[src/rtl/mips_pkg.sv]
// Shared pipeline definitions: datapath widths, register-zero index and the
// control bundle carried from EX into MEM.
package mips_pkg;

    localparam int DW = 32;
    localparam int RW = 5;

    localparam logic [RW-1:0] REG_ZERO = 5'd0;

    // Control bits that travel with an instruction toward MEM/WB.
    typedef struct packed {
        logic reg_write;
        logic mem_read;
        logic mem_write;
        logic mem_to_reg;
    } ctrl_t;

    localparam int    CTRL_W      = $bits(ctrl_t);
    localparam ctrl_t CTRL_BUBBLE = '{reg_write: 1'b0, mem_read: 1'b0, mem_write: 1'b0, mem_to_reg: 1'b0};

endpackage

[src/rtl/pipe_field_reg.sv]
// Generic pipeline field register with synchronous reset, synchronous clear
// and load enable. Reset and clear both force zero; otherwise loads on enable.
module pipe_field_reg #(
    parameter int W = 1
) (
    input  logic         clk,
    input  logic         rst,
    input  logic         clear,
    input  logic         en,
    input  logic [W-1:0] d,
    output logic [W-1:0] q
);

    // Priority: reset, then clear, then enable; hold otherwise.
    always_ff @(posedge clk) begin
        if (rst) begin
            q <= '0;
        end else if (clear) begin
            q <= '0;
        end else if (en) begin
            q <= d;
        end
    end

endmodule

[src/rtl/ex_mem_pipe_reg.sv]
// EX/MEM pipeline register with stall/flush, late WB->store-data forwarding
// while a store is held, an EX-result forwarding tap and load/store counters.
module ex_mem_pipe_reg
    import mips_pkg::*;
#(
    parameter int DW    = mips_pkg::DW,
    parameter int RW    = mips_pkg::RW,
    parameter int CNT_W = 32
) (
    input  logic             clk,
    input  logic             rst,
    input  logic             stall,
    input  logic             flush,
    input  logic             ex_valid,
    input  logic [DW-1:0]    ex_alu_result,
    input  logic [DW-1:0]    ex_store_data,
    input  logic [RW-1:0]    ex_rt,
    input  logic [RW-1:0]    ex_rd,
    input  logic             ex_reg_write,
    input  logic             ex_mem_read,
    input  logic             ex_mem_write,
    input  logic             ex_mem_to_reg,
    input  logic             wb_reg_write,
    input  logic [RW-1:0]    wb_rd,
    input  logic [DW-1:0]    wb_data,
    output logic             mem_valid,
    output logic [DW-1:0]    alu_result,
    output logic [DW-1:0]    write_data,
    output logic             MemRead,
    output logic             MemWrite,
    output logic [RW-1:0]    mem_rd,
    output logic             mem_reg_write,
    output logic             mem_mem_to_reg,
    output logic             fwd_valid,
    output logic [RW-1:0]    fwd_rd,
    output logic [DW-1:0]    fwd_data,
    output logic [CNT_W-1:0] load_count,
    output logic [CNT_W-1:0] store_count
);

    logic          load;
    ctrl_t         ctrl_d;
    ctrl_t         ctrl_q;
    logic          valid_q;
    logic [RW-1:0] rt_q;
    logic          wb_fwd_hit;

    // A new instruction enters only when neither flushing nor stalling.
    assign load = ~stall & ~flush;

    // Control is gated by ex_valid so an invalid EX slot becomes a bubble;
    // writes to R0 are dropped here so R0 is never written or forwarded.
    always_comb begin
        ctrl_d            = CTRL_BUBBLE;
        ctrl_d.reg_write  = ex_valid & ex_reg_write & (ex_rd != REG_ZERO[RW-1:0]);
        ctrl_d.mem_read   = ex_valid & ex_mem_read;
        ctrl_d.mem_write  = ex_valid & ex_mem_write;
        ctrl_d.mem_to_reg = ex_valid & ex_mem_to_reg;
    end

    // Valid + control: cleared by flush (bubble), held by stall.
    pipe_field_reg #(.W(1 + CTRL_W)) u_ctrl (
        .clk   (clk),
        .rst   (rst),
        .clear (flush),
        .en    (~stall),
        .d     ({ex_valid, ctrl_d}),
        .q     ({valid_q, ctrl_q})
    );

    // Data fields are don't-care in a bubble, so flush simply holds them.
    pipe_field_reg #(.W(DW)) u_data (
        .clk   (clk),
        .rst   (rst),
        .clear (1'b0),
        .en    (load),
        .d     (ex_alu_result),
        .q     (alu_result)
    );

    pipe_field_reg #(.W(2 * RW)) u_idx (
        .clk   (clk),
        .rst   (rst),
        .clear (1'b0),
        .en    (load),
        .d     ({ex_rd, ex_rt}),
        .q     ({mem_rd, rt_q})
    );

    // A held store picks up a WB result targeting its rt so it stores the newest value.
    assign wb_fwd_hit = ctrl_q.mem_write & wb_reg_write & (wb_rd == rt_q) &
                        (wb_rd != REG_ZERO[RW-1:0]);

    // Store data register: load on normal advance, WB-forward while stalled.
    always_ff @(posedge clk) begin
        if (rst) begin
            write_data <= '0;
        end else if (flush) begin
            write_data <= write_data;
        end else if (stall) begin
            if (wb_fwd_hit) begin
                write_data <= wb_data;
            end
        end else begin
            write_data <= ex_store_data;
        end
    end

    // Event counters advance only on an accepted load of a valid memory op.
    always_ff @(posedge clk) begin
        if (rst) begin
            load_count  <= '0;
            store_count <= '0;
        end else if (load) begin
            if (ex_valid & ex_mem_read) begin
                load_count <= load_count + 1'b1;
            end
            if (ex_valid & ex_mem_write) begin
                store_count <= store_count + 1'b1;
            end
        end
    end

    assign mem_valid      = valid_q;
    assign MemRead        = ctrl_q.mem_read;
    assign MemWrite       = ctrl_q.mem_write;
    assign mem_reg_write  = ctrl_q.reg_write;
    assign mem_mem_to_reg = ctrl_q.mem_to_reg;

    // Forwarding tap: only ALU results (not loads) headed for a non-zero register.
    assign fwd_valid = valid_q & ctrl_q.reg_write & ~ctrl_q.mem_to_reg &
                       (mem_rd != REG_ZERO[RW-1:0]);
    assign fwd_rd    = mem_rd;
    assign fwd_data  = alu_result;

    // A simultaneous load and store request is an illegal encoding.
    ill_mem_op: assert property (@(posedge clk) disable iff (rst) !(ex_mem_read && ex_mem_write));

endmodule
[config.mk]
export PLATFORM = sky130hd
export DESIGN_NAME = ex_mem_pipe_reg
export DESIGN_NICKNAME = d
export VERILOG_FILES = /design/src/rtl/mips_pkg.sv /design/src/rtl/pipe_field_reg.sv /design/src/rtl/ex_mem_pipe_reg.sv
export SDC_FILE = /design/constraint.sdc
export NUM_CORES = 1
export LEC_CHECK = 0
export BUFFER_PORTS_ARGS = -buffer_cell sky130_fd_sc_hd__buf_2
export CORE_MARGIN = 10
export CORE_UTILIZATION = 40
export DETAILED_ROUTE_END_ITERATION = 10
export PLACE_DENSITY = 0.81
export SLEW_MARGIN = 20
export SYNTH_ARGS = -nofsm -noshare
export SYNTH_HDL_FRONTEND = slang
export SYNTH_SLANG_ARGS = --single-unit
[constraint.sdc]
create_clock -name clk -period 2.7 [get_ports clk]
set_clock_uncertainty 0.1 [all_clocks]
set_input_delay 0.135 -clock clk [delete_from_list [all_inputs] [get_ports clk]]
set_output_delay 0.135 -clock clk [all_outputs]
set_load 0.05 [all_outputs]
==> results of run 1 <==
registers in the layout (all words and copies together) (netlist names):
register     count
load_count      32
u_ctrl.q         5
store_count     32
u_idx.q         10
u_data.q        32
write_data      32
stage by stage:
step | instances | utilization [%]
2_1_floorplan | 755 | -
3_3_place_gp | 1188 | 49.43
3_5_place_dp | 1188 | 49.43
4_1_cts | 1308 | 58.90
5_1_grt | 1310 | 58.93
6_report | 1310 | 58.93
tightest hold or removal path, delay by kind of cell:
family          cells  cell delay [ps]
compound gates      1              100
buf+inv             1              100
mux                 1              120
cell families after synthesis:
kind of cell | Yosys count
muxes | 36
adders and majority gates | 2
and+or+nand+nor | 286
xor gates and xnor gates | 21
buffers and inverters | 99
DFF | 143
AOI/OAI and AO/OA | 168
synthesized netlist by cell type:
cell type	instances
a31o_2	1
or4b_2	1
nor4bb_1	1
buf_4	37
nand4_2	1
clkbuf_1	43
o21ai_0	14
or4_1	28
xnor2_1	5
mux2i_1	34
nand4b_1	1
a21oi_1	85
or4_4	1
ha_1	2
a221oi_1	32
and2_1	4
dfxtp_1	143
mux2_2	2
buf_1	6
o21ba_2	1
buf_2	5
nand3_1	18
and3_1	5
nor2b_1	3
a211oi_1	1
o41ai_1	1
and4_1	10
a22oi_1	3
or3_1	13
and4b_1	1
and4bb_1	1
inv_1	7
nor3_1	8
or2_2	4
o31ai_1	28
nand2_1	106
nor4_1	4
xor2_1	16
a32oi_1	1
o31a_1	1
nand4_1	19
buf_6	1
nor2_1	57
cell type report:
class,instances,area (um^2)
fillers,1320,6524
multi-input cells,513,3087
flip-flops and latches,143,2863
repair buffers,398,2497
clock buffers,21,450.4
well taps,216,270.3
clock inverters,10,162.7
inverters,7,26.28
diodes,2,5.005
per-layer routing:
metal	GRT usage, %	share of wire, %	wire length [um]	up-vias
met1	22.51	40	9281	3277
met3	6.603	7.7	1801	68
met5	0	0.072	17	-
met4	11.60	4.2	990	2
met2	34.24	49	11400	307
li1	-	-	-	3350
worst paths after layout:
kind | startpoint | end | slack [ps]
setup reg to reg | store_count[13] | store_count[31] | 520
setup / recovery | flush | store_count[26] | 310
hold reg to reg | u_data.q[2] | u_data.q[2] | 370
hold / removal | ex_store_data[16] | write_data[16] | 7
what timing repair did:
action / 4_1_cts / 5_1_grt
endpoints found under the setup margin: 0 / 0
hold buffers: 89 / 0
endpoints found under the hold margin: 69 / 0
power breakdown:
part	internal, uW	switching (uW)	leakage (uW)
combinational	297	551	0.00270
sequential	2180	43.0	0.00116
clock	1560	892	0.000293
total	4040	1490	0.00415
==> out/qor.txt, run 1 <==
status = finished, final reports clean
post-synth net total = 878
Die Height = 147.1 um
HP Class = in -> reg
Synth Register Bits = 143
critical path's top delay family = buffers and inverters
WS Path Type = in -> reg
CP required = 2940 ps
Final Hold Viols = 0
setup ws final = 306.6 ps
hold_ws = 7.455 ps
actual slew at the worst max-slew pin = 928.0 ps
Clock Latency Late Sink = 420 ps
Post-Synth Simple-Gate Area = 22.29%
nets = 1203
core box area = 15890 um^2
die area = 21630 um^2
Finish-stage setup viols = 0
Pins Over Slew Limit = 0
Most common cell on crit path = buf_4
post-synth top area cell = dfxtp_1
Synth Cell Area = 6460 um^2
commonest non-fill, non-tap cell in the layout = buf_2
CTS Root Cell = clkbuf_16
Finished Cell Area = 9361 um^2
largest net degree at the start of global routing = 75
post-synthesis mux area share = 5.617%
Buf/Inv on CP = 4
Max Freq = 417.8 MHz
Max-Slew Margin vs Limit = 38.13%
grt ovf = 0
Synth Area in XOR/XNOR = 2.847%
row count = 46
Syn Area/Cell = 8.556 um^2
CP Cell Sequence = dlygate4sd3_1 -> buf_2 -> nor4bb_2 -> buf_4 -> nand4_1 -> buf_4 -> or4_1 -> a21oi_1
slowest stage delay, CP = 540 ps
Final period util = 88.64%
Clock Tree Buf Depth = 2
Worst Path Arrival = 2640 ps
worst vdd ir = 0.5086 mV
CTS Buf Count = 17
Synth cell types = 43
HPWL Detailed = 15.48 mm
number of routed nets with antenna violations = 0
CP Launch Type = input port
Clock Pin Slew Worst Setup and Hold Paths = 60 ps
CTS tree = yes
cts repair resizes = 0
Post-Syn Instances = 755
# DRC = 0
DR vias/cell = 5.347
Routability Congestion = 0.8278
initial core utilization = 40.67%
adder-cell share of the synthesized area = 0.3874%
final setup TNS = 0 ps
Setup Buffers After CTS = 0
routed len/inst = 17.94 um
number of antenna violations at the first check in global routing = 3
vias = 7004
main combinational cell family by area after synthesis = simple AND/OR/NAND/NOR gates
CP endpoint kind = flip-flop
Max FO, Critical Path = 15
Total GRT Usage = 20.50%
warnings from Yosys = 0
DRT iter0 DRCs = 464
RSZ-0062 raised after global routing = no
placed cell area = 7853 um^2
Critical-path top delay cell = dlygate4sd3_1
vias in the first global route = 6961
most frequent cells in the layout = buf_2, dfxtp_1, nand2_1
Worst R2R Path Depth = 4
CTS sink count = 143
H-tree depth = 4
# port buffers = 296
pre-CTS WS = 478.2 ps
io pins = 297
post-synthesis compound-gate area fraction = 16.42%
final wirelength = 23.50 mm
chip width = 147.1 um
Syn-to-layout area delta = 44.92%
hold-critical path depth = 3
crit path time final = 2393 ps
WP depth = 8
Cell Pwr Density = 590.0 nW/um^2
Leakage = 0.004155 uW
ranking of synthesized cells by area = dfxtp_1, a21oi_1, nand2_1
First-pass DRT Iterations = 5
sequential area share after synthesis = 44.32%
Max-cap violations = 0
share of cells above drive strength 1 = 32.05%
global-route wire length before repair = 36.76 mm
top cell type's share of synthesized area = 44.32%
Power, Total = 5523 uW
(Power assumes the default switching activity.)
==> run 2: changes to the inputs <==
ABC_AREA = 1   (was unset)
PLACE_DENSITY = 0.82   (was 0.81)
clock period = 2.05 ns   (was 2.7 ns; I/O delays follow)
==> out/qor.txt, run 2 <==
status = finished, final reports clean
Synth Cell Area = 7286 um^2 (+13%)
footprint of the multi-input gates = 3512 um^2 (+14%)
number of synthesized flops with an enable pin = 0 (unchanged)
ys flop type = dfxtp_1
Cell Pwr Density = 711.5 nW/um^2 (+21%)
Clock Latency Late Sink = 420 ps (about the same)
RSZ-0062 raised after global routing = no
CP required = 2320 ps (-620 ps)
share of cells above drive strength 1 = 24.33% (-7.7 points)
DRT iter0 DRCs = 433 (-6.7%)
HPWL Detailed = 17.94 mm (+16%)
Synth Area in XOR/XNOR = 0.6011% (-2.2 points)
Clock Tree Buf Depth = 2 (unchanged)
Syn-to-layout area delta = 42.38%
initial core utilization = 40.56% (-0.11 points)
crit path time final = 1958 ps
Routability Congestion = 0.8567 (+3.5%)
post-synth top area cell = dfxtp_1
fill count = 1557 (+18%)
die area = 24010 um^2 (+11%)
actual slew at the worst max-slew pin = 603.1 ps (-324.9 ps)
CTS sink count = 143 (unchanged)
Power, Total = 7380 uW (+34%)
hold-critical path depth = 3 (unchanged)
Post-Synth Simple-Gate Area = 37.21% (+15 points)
CP Launch Type = input port
critical path's top delay family = buffers and inverters
commonest non-fill, non-tap cell in the layout = buf_2
io pins = 297 (unchanged)
number of antenna violations at the first check in global routing = 3 (unchanged)
warnings from Yosys = 0 (unchanged)
Synth Register Bits = 143 (unchanged)
Final period util = 95.49%
main combinational cell family by area after synthesis = simple AND/OR/NAND/NOR gates
Total GRT Usage = 21.79% (+1.3 points)
row count = 49 (+6.5%)
most frequent cells in the layout = buf_2, nand2_1, nor2_1
H-tree depth = 4 (unchanged)
Final Hold Viols = 0 (unchanged)
vias in the first global route = 8592 (+23%)
Max-cap violations = 0 (unchanged)
chip width = 155.0 um (+5.4%)
post-synth net total = 1255 (+43%)
sequential area share after synthesis = 39.29% (-5.0 points)
WS Path Type = in -> reg
Setup Buffers After CTS = 0 (unchanged)
routed len/inst = 15.68 um (-13%)
setup ws final = 92.36 ps (-214.2 ps)
Clock Pin Slew Worst Setup and Hold Paths = 70 ps (about the same)
CP Cell Sequence = dlygate4sd3_1 -> buf_2 -> nand2_1 -> inv_1 -> nand2_1 -> dlygate4sd3_1 -> a21oi_1 -> dlygate4sd3_1
number of routed nets with antenna violations = 0 (unchanged)
WP depth = 8 (unchanged)
CTS Buf Count = 17 (unchanged)
synth cell count leaders = nand2_1, nor2_1, dfxtp_1
core box area = 17960 um^2 (+13%)
Syn Area/Cell = 6.436 um^2 (-25%)
post-synthesis compound-gate area fraction = 9.978% (-6.4 points)
post-synthesis mux area share = 0% (-5.6 points)
slowest stage delay, CP = 550 ps (about the same)
Max Freq = 510.8 MHz
global-route wire length before repair = 43.08 mm (+17%)
Post-Syn Instances = 1132 (+50%)
grt ovf = 0 (unchanged)
Pins Over Slew Limit = 0 (unchanged)
storage element area = 2863 um^2 (unchanged)
Die Height = 155.0 um (+5.4%)
Finish-stage setup viols = 0 (unchanged)
largest net degree at the start of global routing = 97 (+29%)
utilization after layout = 57.75% (-1.2 points)
most common cell in the synthesized netlist = nand2_1
Worst Path Arrival = 2230 ps (-410 ps)
# DRC = 0 (unchanged)
ranking of synthesized cells by area = dfxtp_1, nand2_1, nor2_1
Leakage = 0.005207 uW (+25%)
HP Class = in -> reg
Async S/R FF share, synth = 0% (unchanged)
CP endpoint kind = flip-flop
vias = 8708 (+24%)
final setup TNS = 0 ps (unchanged)
Max FO, Critical Path = 3 (-12)
worst vdd ir = 0.5637 mV (+11%)
DR vias/cell = 5.031 (-5.9%)
adder-cell share of the synthesized area = 0.3435% (-0.044 points)
First-pass DRT Iterations = 5 (unchanged)
final wirelength = 27.14 mm (+15%)
Synth cell types = 34 (-21%)
pre-CTS WS = 238.0 ps (-240.2 ps)
CTS Root Cell = clkbuf_16
nets = 1610 (+34%)
top cell type's share of synthesized area = 39.29% (-5.0 points)
Max-Slew Margin vs Limit = 59.48% (+21 points)
Buf/Inv on CP = 5 (+1)
CTS tree = yes
Critical-path top delay cell = dlygate4sd3_1
Worst R2R Path Depth = 9 (+5)
# port buffers = 296 (unchanged)
Most common cell on crit path = dlygate4sd3_1
## run 2: path summary, 6_finish.rpt
path,from,to,slack (ps)
setup / recovery,ex_valid,u_ctrl.q[0],90
hold / removal,ex_mem_read,u_ctrl.q[2],30
setup reg to reg,load_count[0],load_count[30],240
hold reg to reg,u_idx.q[0],u_idx.q[0],370
## run 2: kinds of logic after synthesis
kind of cell | Yosys count
simple gates | 642
flops | 143
xor+xnor | 5
compound gates | 142
fa+ha+maj | 2
buf+inv | 198
## run 2: layout make-up
cell class	instances	share of cell area (%)
Timing Repair Buffer	417	26.00
Sequential cell	143	27.60
Antenna cell	2	0.04825
Multi-Input combinational cell	791	33.86
Clock buffer	20	4.402
Clock inverter	12	1.049
Inverter	117	4.282
Tap cell	229	2.762
## run 2: what timing repair did
action	4_1_cts	5_1_grt
gates resized for setup	0	1
endpoints found under the setup margin	0	1
hold buffers	113	0
hold endpoints to repair	79	0
## run 2: per-layer routing
metal / part of all wire [%] / wire [um] / GRT usage (%) / vias up
met3: 9.0 / 2441 / 7.527 / 107
li1: - / - / - / 4255
met4: 5.5 / 1492 / 13.72 / 2
met2: 48 / 13120 / 36.38 / 443
met1: 37 / 10080 / 23.10 / 3901
met5: 0.033 / 9 / 0 / -
## run 2: worst min-delay path: stages
cell	delay, ps
buf_2	100
nand2_2	190
a21oi_1	110
## run 2: per-stage QoR
step / cell area (um^2) / instances / hold slack (ps)
final: 10370 / 1731 / 25.40
after global routing: 10370 / 1731 / 20.35
after CTS: 10360 / 1729 / 7.448
after detailed placement: 8667 / 1584 / 232.0
after global placement: 8667 / 1584 / 222.2
after floorplan: 7286 / 1132 / 137.4
## run 2: power by group
part | internal [uW] | switching [uW]
logic | 473 | 960
registers | 2880 | 69.8
clock network | 1740 | 1250
total | 5100 | 2280
